$ cat src/rtl/servo_pkg.sv
// Shared definitions for the servo PWM generator: FSM state encoding and
// the default timing constants (also used as the MMIO WIDTH reset value).
package servo_pkg;

  typedef enum logic [1:0] {
    ST_IDLE = 2'd0,
    ST_HIGH = 2'd1,
    ST_LOW  = 2'd2
  } state_t;

  localparam int unsigned DATA_W = 32;

  // 20 ms period at 100 MHz, 1.0 ms .. 2.5 ms pulse range
  localparam logic [31:0] DEF_PERIOD_CYCLES = 32'd2000000;
  localparam logic [31:0] DEF_MIN_WIDTH     = 32'd100000;
  localparam logic [31:0] DEF_MAX_WIDTH     = 32'd250000;
  localparam logic [31:0] DEF_RESET_WIDTH   = 32'd240000;
  localparam logic [31:0] DEF_SLEW_STEP     = 32'd2000;

endpackage

$ cat src/rtl/servo_width_clamp.sv
// Combinational next-shadow-width calculation for servo_pwm_gen.
// Clamps the requested width into [MIN_WIDTH, MAX_WIDTH]; when the macro
// SERVO_SLEW_EN is defined the result is additionally rate-limited so the
// shadow moves by at most SLEW_STEP per load.
module servo_width_clamp
  import servo_pkg::*;
#(
  parameter logic [31:0] MIN_WIDTH = DEF_MIN_WIDTH,
  parameter logic [31:0] MAX_WIDTH = DEF_MAX_WIDTH,
  parameter logic [31:0] SLEW_STEP = DEF_SLEW_STEP
) (
  input  logic [DATA_W-1:0] width,
  input  logic [DATA_W-1:0] cur_width,
  output logic [DATA_W-1:0] next_width,
  output logic              clamped
);

  logic              below;
  logic              above;
  logic [DATA_W-1:0] tgt;

  // Full 32-bit unsigned range check; the clamp flag always reflects the raw request
  always_comb begin
    below   = (width < MIN_WIDTH);
    above   = (width > MAX_WIDTH);
    clamped = below | above;
    if (below) begin
      tgt = MIN_WIDTH;
    end else if (above) begin
      tgt = MAX_WIDTH;
    end else begin
      tgt = width;
    end
  end

`ifdef SERVO_SLEW_EN
  // Step toward the clamped target; both operands lie inside the legal range so no wrap
  always_comb begin
    next_width = tgt;
    if (tgt >= cur_width) begin
      if ((tgt - cur_width) > SLEW_STEP) begin
        next_width = cur_width + SLEW_STEP;
      end
    end else begin
      if ((cur_width - tgt) > SLEW_STEP) begin
        next_width = cur_width - SLEW_STEP;
      end
    end
  end
`else
  // Without rate limiting the clamped target is taken directly
  assign next_width = tgt;

  logic unused_slew;
  assign unused_slew = ^{cur_width, SLEW_STEP};
`endif

endmodule

$ cat src/rtl/servo_pwm_gen.sv
// Servo PWM generator: fixed-period PWM whose high time comes from a shadow
// copy of WIDTH, reloaded only at period boundaries so pulses are never torn.
// Optional feature macro: SERVO_SLEW_EN (rate-limits shadow width changes).
module servo_pwm_gen
  import servo_pkg::*;
#(
  parameter logic [31:0] PERIOD_CYCLES = DEF_PERIOD_CYCLES,
  parameter logic [31:0] MIN_WIDTH     = DEF_MIN_WIDTH,
  parameter logic [31:0] MAX_WIDTH     = DEF_MAX_WIDTH,
  parameter logic [31:0] RESET_WIDTH   = DEF_RESET_WIDTH,
  parameter logic [31:0] SLEW_STEP     = DEF_SLEW_STEP
) (
  input  logic              PCLK,
  input  logic              PRESERN,
  input  logic [DATA_W-1:0] WIDTH,
  input  logic              ENABLE,
  output logic              PWM_OUT,
  output logic              PERIOD_START,
  output logic [DATA_W-1:0] ACTIVE_WIDTH,
  output logic              CLAMPED
);

  state_t            state_reg, state_next;
  logic [DATA_W-1:0] cnt_reg, cnt_next;
  logic              pwm_reg, pwm_next;
  logic              pstart_reg, pstart_next;
  logic [DATA_W-1:0] active_reg;
  logic              clamped_reg;
  logic              load;
  logic [DATA_W-1:0] width_next;
  logic              clamp_flag;

  servo_width_clamp #(
    .MIN_WIDTH (MIN_WIDTH),
    .MAX_WIDTH (MAX_WIDTH),
    .SLEW_STEP (SLEW_STEP)
  ) u_clamp (
    .width      (WIDTH),
    .cur_width  (active_reg),
    .next_width (width_next),
    .clamped    (clamp_flag)
  );

  // Next-state logic: IDLE waits for ENABLE, HIGH counts the pulse, LOW finishes the period
  always_comb begin
    state_next = state_reg;
    cnt_next   = cnt_reg;
    load       = 1'b0;
    case (state_reg)
      ST_IDLE: begin
        cnt_next = '0;
        if (ENABLE) begin
          load       = 1'b1;
          state_next = ST_HIGH;
        end
      end
      ST_HIGH: begin
        cnt_next = cnt_reg + 1'b1;
        if (cnt_reg == active_reg - 1'b1) begin
          state_next = ST_LOW;
        end
      end
      ST_LOW: begin
        if (cnt_reg == PERIOD_CYCLES - 1'b1) begin
          cnt_next = '0;
          if (ENABLE) begin
            load       = 1'b1;
            state_next = ST_HIGH;
          end else begin
            state_next = ST_IDLE;
          end
        end else begin
          cnt_next = cnt_reg + 1'b1;
        end
      end
      default: begin
        cnt_next   = '0;
        state_next = ST_IDLE;
      end
    endcase
    // Output bits are precomputed so PWM_OUT and PERIOD_START come straight from flops
    pwm_next    = (state_next == ST_HIGH);
    pstart_next = load;
  end

  // State, counter, outputs and shadow width registers; reset takes effect immediately
  always_ff @(posedge PCLK or negedge PRESERN) begin
    if (!PRESERN) begin
      state_reg   <= ST_IDLE;
      cnt_reg     <= '0;
      pwm_reg     <= 1'b0;
      pstart_reg  <= 1'b0;
      active_reg  <= RESET_WIDTH;
      clamped_reg <= 1'b0;
    end else begin
      state_reg  <= state_next;
      cnt_reg    <= cnt_next;
      pwm_reg    <= pwm_next;
      pstart_reg <= pstart_next;
      if (load) begin
        active_reg  <= width_next;
        clamped_reg <= clamp_flag;
      end
    end
  end

  assign PWM_OUT      = pwm_reg;
  assign PERIOD_START = pstart_reg;
  assign ACTIVE_WIDTH = active_reg;
  assign CLAMPED      = clamped_reg;

endmodule

$ cat config.mk
export PLATFORM = sky130hd
export DESIGN_NAME = servo_pwm_gen
export DESIGN_NICKNAME = d
export VERILOG_FILES = /design/src/rtl/servo_pkg.sv /design/src/rtl/servo_width_clamp.sv /design/src/rtl/servo_pwm_gen.sv
export SDC_FILE = /design/constraint.sdc
export NUM_CORES = 1
export LEC_CHECK = 0
export CAP_MARGIN = 10
export CORE_MARGIN = 2
export CORE_UTILIZATION = 47
export DETAILED_ROUTE_END_ITERATION = 7
export GPL_TIMING_DRIVEN = 0
export MAX_ROUTING_LAYER = met4
export PLACE_DENSITY = 0.7
export SETUP_SLACK_MARGIN = 0.5
export SYNTH_ARGS = -nofsm -noshare
export SYNTH_HDL_FRONTEND = slang
export SYNTH_HIERARCHICAL = 1
export SYNTH_SLANG_ARGS = --single-unit
$ cat constraint.sdc
create_clock -name PCLK -period 6.2 [get_ports PCLK]
set_input_delay 1.86 -clock PCLK [delete_from_list [all_inputs] [get_ports PCLK]]
set_output_delay 1.86 -clock PCLK [all_outputs]
set_load 0.03 [all_outputs]
==> results.md, run 1 <==
* GPL Wtd Cong at 0.9280
* Min-Delay Path Depth at 1
* WL final at 12.80 mm
* Fin. Hold Viols at 0
* Placed wire-length estimate at 9.776 mm
* Hold path endpoint: CLAMPED
* Die area at 11260 um2
* GRT Max-Usage Layer: met2
* Flops & latches, synth at 69
* Post-route minimum period at 3807 ps
* Max_slew headroom at 40.31%
* Sequential power share at 37.5%
* IO buf count at 69
* Clock share of power at 25.1%
* Async set-reset flop share out of synthesis at 100.0%
* Unrepaired setup endpoints after global routing: no
* Setup TNS at 0 ps
* CTS Buf Count at 9
* Synth Warn # at 6
* GR Util All Layers at 24.49%
* Outcome: finished, final reports clean
* Clock Path Buffers at 2
* Crit end category: flip-flop
* CP Data Required Time at 6480 ps
* Initial antenna violation count at 0
* Power per cell area at 273.9 nW/um2
* Worst Hold Class: flip-flop to flip-flop
* Met3 usage at 5.212%
* Gate power share at 37.4%
* Most frequent cells in the layout: clkdlybuf4s50_1 (68), dfrtp_1 (62), nor2_1 (55)
* Vias per cell at 5.696
* Syn Area/Cell at 9.265 um2
* Initial Utilization at 47.90%
* Post-Place Worst Slack at 2045 ps
* Post-cts repair resize count at 0
* Share of cells above drive strength 1 at 16.27%
* Final Skew at 8.297 ps
* Int Pwr at 1.014 mW
* N_diodes at 0
* First-pass GRT wire length at 21.45 mm
* Register area share after synthesis at 35.41%
* Drt initial violations at 243
* Critical path arrival at 4080 ps
* R2R depth at 9
* Vias in the first global route at 4288
* Crit path launch type: input port
* M2 GR Usage at 38.60%
* Drt pass-1 iters at 5
* Max_cap viols at 0
* Hold_buf cts at 0
* Post-synth cell types at 65
* Final ANT Viol Nets at 0
* Hold path start: CLAMPED
* Slack of the critical path at 2393 ps
* Area grow syn2layout at 23.08%
* Final-report max-slew violation count at 0
* Mapped cell area at 4901 um2
* Gr ovfl total at 0
* Reg2reg end: PWM_OUT
* Setup Viol. Count Final at 0
* CTS HTree Levels at 3
* Die width at 106.1 um
* Maximum number of pins on one net before global-route repair at 70
* I/O Pins at 70
* Die Y-Extent at 106.1 um
* Post-Synthesis Cells at 529
* Drt drc at 0
* Max IR drop VDD at 272.4 uV
* Most common cell after layout, fill and taps aside: clkdlybuf4s50_1
* Sw frac at 38.61%
* CTS Sinks at 69
* Core Area at 10230 um2
* P_sw at 0.6380 mW
* EDFF count, synth at 0
* Worst reg2reg setup slack at 2900 ps
* Row count at 37
* Setup bufs post-CTS at 0
* Clk root buf: clkbuf_8
* Top_reg_cell synth: dfrtp_1
* CTS tree: yes
* Final period utilization at 61.41%
* CP Max Fanout at 10
* Reg clk slew, reported paths at 70 ps
* Slew @ Worst Pin at 895.3 ps
* Fin nets at 663
* Fill cell count at 917
* Met1 Track Usage GR at 31.93%
* Leak Pwr at 2.274 nW
* Fmax at 262.6 MHz
* Reg-to-Reg Start: ACTIVE_WIDTH[4]
* Via count at 4346
* Routed len/inst at 16.77 um
* Crit Path Class: input port to flip-flop
* Clock Latency Late Sink at 350 ps
power by group through the flow:
| stage | Clock, mW | Sequential, mW | Combinational [mW] |
|---|---|---|---|
| 2_1_floorplan | 0 | 0.694 | 0.295 |
| 3_3_place_gp | 0 | 0.623 | 0.599 |
| 3_5_place_dp | 0 | 0.627 | 0.615 |
| 4_1_cts | 0.425 | 0.620 | 0.619 |
| 5_1_grt | 0.448 | 0.631 | 0.668 |
| 6_report | 0.415 | 0.620 | 0.617 |
worst max path at each step:
| stage | from | endpoint | slack [ps] | cells after the start |
|---|---|---|---|---|
| after floorplan | WIDTH[14] | ACTIVE_WIDTH[16] | 2730 | 6 |
| after global placement | PRESERN | cnt_reg[29] | 960 | 1 |
| after detailed placement | WIDTH[11] | ACTIVE_WIDTH[16] | 2040 | 7 |
| after CTS | WIDTH[11] | ACTIVE_WIDTH[7] | 2420 | 7 |
| after global routing | WIDTH[23] | ACTIVE_WIDTH[7] | 2300 | 6 |
| final | WIDTH[11] | ACTIVE_WIDTH[7] | 2390 | 7 |
critical path: stages:
cell	delay, ps
clkdlybuf4s50_1	480
nor4_4	350
nand4_1	160
or3_4	380
buf_6	160
a2111o_1	420
mux2_2	280
logic make-up after synthesis:
kind of cell               Yosys count  synth area share (%)
AOI/OAI and AO/OA                   77                 11.77
xor gates and xnor gates            67                 11.97
adders and majority gates            6                 1.532
buffers and inverters               59                 5.923
DFF                                 69                 35.41
muxes                               36                 8.144
other                                1               0.07652
and+or+nand+nor                    214                 25.17
area by class of cell:
class / instances / area, um2 / share of cell area (%)
Tap cell: 136 / 170.2 / 2.821
Multi-Input combinational cell: 414 / 2924 / 48.48
Sequential cell: 69 / 1735 / 28.77
Clock buffer: 10 / 137.6 / 2.282
Timing Repair Buffer: 69 / 688.2 / 11.41
Inverter: 17 / 63.81 / 1.058
Buffer: 42 / 226.5 / 3.754
Clock inverter: 6 / 86.33 / 1.431
metal layers:
metal	wire (um)	vias to the layer above
met5	0	-
met4	221	0
met3	757	19
met2	6156	139
met1	5661	2102
li1	-	2086
cells in the mapped netlist, types with 11 or more instances:
cell type,count,area share [%]
nand2_1,25,1.9
nor4_1,19,2.4
inv_1,17,1.3
a21oi_1,11,1.1
nand4_1,15,1.9
xor2_1,35,6.3
xnor2_1,32,5.7
dfrtp_1,62,32
buf_4,14,2.1
nor2_1,55,4.2
nand3_1,20,2.0
nor3_1,15,1.5
mux2_2,31,7.1
clkbuf_1,18,1.4
o21ai_0,21,2.1
stage by stage:
stage / power, mW / hold slack (ps) / util [%] / cells / cell area [um2]
after floorplan: 0.9892 / 490.0 / - / 542 / 4950
after global placement: 1.221 / 513.5 / 56.79 / 747 / 5811
after detailed placement: 1.242 / 516.5 / 56.77 / 747 / 5808
after CTS: 1.664 / 533.8 / 58.96 / 763 / 6032
after global routing: 1.747 / 561.0 / 58.96 / 763 / 6032
final: 1.652 / 531.2 / 58.96 / 763 / 6032
(Power assumes the default switching activity.)
==> run 2, diff against run 1 <==
==> constraint.sdc (replaced) <==
create_clock -name PCLK -period 3.75 [get_ports PCLK]
set_input_delay 1.125 -clock PCLK [delete_from_list [all_inputs] [get_ports PCLK]]
set_output_delay 1.125 -clock PCLK [all_outputs]
set_load 0.03 [all_outputs]
==> results.md, run 2 (same netlist as run 1, synthesis figures left out) <==
* Crit Path Class: flip-flop to flip-flop
* Placed wire-length estimate at 9.776 mm (unchanged)
* Reg-to-Reg Start: ACTIVE_WIDTH[0]
* Clk root buf: clkbuf_8
* Outcome: finished, final reports clean
* GPL Wtd Cong at 0.9280 (unchanged)
* First-pass GRT wire length at 21.45 mm (unchanged)
* Clock share of power at 24.9% (-0.2 points)
* Initial Utilization at 47.90% (unchanged)
* Final period utilization at 84.14%
* WL final at 12.81 mm (+0.12%)
* Leak Pwr at 2.284 nW (+0.44%)
* CTS HTree Levels at 3 (unchanged)
* Gate power share at 37.5% (about the same)
* CP Max Fanout at 7 (-3)
* Min-Delay Path Depth at 1 (unchanged)
* Drt initial violations at 290 (+19%)
* Area of the multi-input gates at 2978 um2 (+1.8%)
* Reg2reg end: PWM_OUT
* GR Util All Layers at 24.49% (unchanged)
* Crit end category: flip-flop
* Die width at 106.1 um (unchanged)
* Setup Viol. Count Final at 0 (unchanged)
* CTS Buf Count at 9 (unchanged)
* Die Y-Extent at 106.1 um (unchanged)
* Critical path arrival at 3390 ps (-690 ps)
* Most common cell after layout, fill and taps aside: clkdlybuf4s50_1
* Drt drc at 0 (unchanged)
* Int Pwr at 1.680 mW (+66%)
* Sequential power share at 37.6% (about the same)
* Vias in the first global route at 4290 (+0.047%)
* CP Data Required Time at 3990 ps (-2490 ps)
* Post-route minimum period at 3155 ps
* Reg clk slew, reported paths at 80 ps (about the same)
* CTS tree: yes
* Worst reg2reg setup slack at 590 ps (-2310 ps)
* Setup bufs post-CTS at 0 (unchanged)
* Final Skew at 8.394 ps (+0.09773 ps)
* P_sw at 1.064 mW (+67%)
* Power per cell area at 450.6 nW/um2 (+65%)
* Drt pass-1 iters at 7 (+2)
* Crit path launch type: flip-flop
* Fin. Hold Viols at 0 (unchanged)
* Initial antenna violation count at 0 (unchanged)
* Max_slew headroom at 40.20% (-0.11 points)
* Hold path start: CLAMPED
* Vias per cell at 5.693 (about the same)
* N_diodes at 0 (unchanged)
* Clock Path Buffers at 2 (unchanged)
* Final-report max-slew violation count at 0 (unchanged)
* Setup TNS at 0 ps (unchanged)
* Max IR drop VDD at 463.7 uV (+70%)
* Hold path endpoint: CLAMPED
* I/O Pins at 70 (unchanged)
* Max_cap viols at 0 (unchanged)
* Final ANT Viol Nets at 0 (unchanged)
* Via count at 4344 (-0.046%)
* Fmax at 316.9 MHz
* Unrepaired setup endpoints after global routing: yes
* Row count at 37 (unchanged)
* Slack of the critical path at 594.7 ps (-1798 ps)
* Sw frac at 38.79% (+0.17 points)
* Share of cells above drive strength 1 at 17.70% (+1.4 points)
* Die area at 11260 um2 (unchanged)
* Most frequent cells in the layout: clkdlybuf4s50_1 (68), dfrtp_1 (61), nor2_1 (55)
* R2R depth at 10 (+1)
* Worst Hold Class: flip-flop to flip-flop
* Fill cell count at 910 (-0.76%)
* Register area at 1737 um2 (about the same)
* Slew @ Worst Pin at 897.0 ps (+1.700 ps)
* IO buf count at 69 (unchanged)
* Fin nets at 663 (unchanged)
* Clock Latency Late Sink at 350 ps (about the same)
* Gr ovfl total at 0 (unchanged)
* Routed len/inst at 16.79 um (+0.12%)
* Core Area at 10230 um2 (unchanged)
* Maximum number of pins on one net before global-route repair at 70 (unchanged)
* Area grow syn2layout at 24.25%
* Post-Place Worst Slack at 329.9 ps (-1715 ps)
* CTS Sinks at 69 (unchanged)
run 2: cell types whose count changed in the layout (fill, tap and decap cells not counted), moves of 2 or more:
cell	delta
buf_1	-2
clkbuf_2	+2
nor4_1	-3
nor4_2	+3
run 2: cell type report:
| class | count | share of cell area, % |
|---|---|---|
| buffer | 42 | 3.760 |
| clock buffer | 10 | 2.260 |
| clock inverter | 6 | 1.418 |
| inverter | 17 | 1.048 |
| multi-input combinational | 414 | 48.90 |
| sequential | 69 | 28.52 |
| tap | 136 | 2.794 |
| timing repair buffer | 69 | 11.30 |
run 2: power groups by stage:
stage	clock network (mW)	registers (mW)	logic [mW]
after CTS	0.703	1.03	1.02
after floorplan	0	1.15	0.488
after global placement	0	1.03	0.990
after global routing	0.739	1.05	1.11
final	0.683	1.03	1.03
after detailed placement	0	1.04	1.02
run 2: how the worst max path moves through the flow:
stage	start	end
finish	ACTIVE_WIDTH[0]	PWM_OUT
global route	ACTIVE_WIDTH[0]	PWM_OUT
CTS	cnt_reg[2]	ACTIVE_WIDTH[26]
detailed placement	WIDTH[11]	ACTIVE_WIDTH[16]
global placement	PRESERN	cnt_reg[29]
floorplan	ACTIVE_WIDTH[0]	PWM_OUT
run 2: timing repair:
item,CTS,global route
gates resized for setup,0,11
endpoints found under the setup margin,1,26
pin swaps,1,2
hold buffers,0,0
run 2: routing by layer:
metal,routed length (um),vias up,GRT usage (%)
li1,-,2077,-
met1,5720,2111,31.93
met2,6202,135,38.60
met3,661,21,5.212
met4,227,0,7.143
met5,0,-,-
run 2: per-stage QoR:
step           hold WS (ps)  util (%)  std cells  cell area, um2  total power, mW
2_1_floorplan         490.0         -        542            4950            1.635
3_3_place_gp          513.5     56.79        747            5811            2.019
3_5_place_dp          516.5     56.77        747            5808            2.054
4_1_cts               533.8     58.96        763            6032            2.751
5_1_grt               561.0     59.52        763            6090            2.900
6_report              529.5     59.52        763            6090            2.744
run 2: critical path, stage by stage, from the launching register on:
cell and delay [ps]:
dfrtp_2 450, inv_1 120, ha_4 170, or3b_4 420
or3_4 380, or4_4 540, a2111oi_4 220, a311oi_2 90
a211oi_2 340, a31oi_1 150, nor3b_2 180
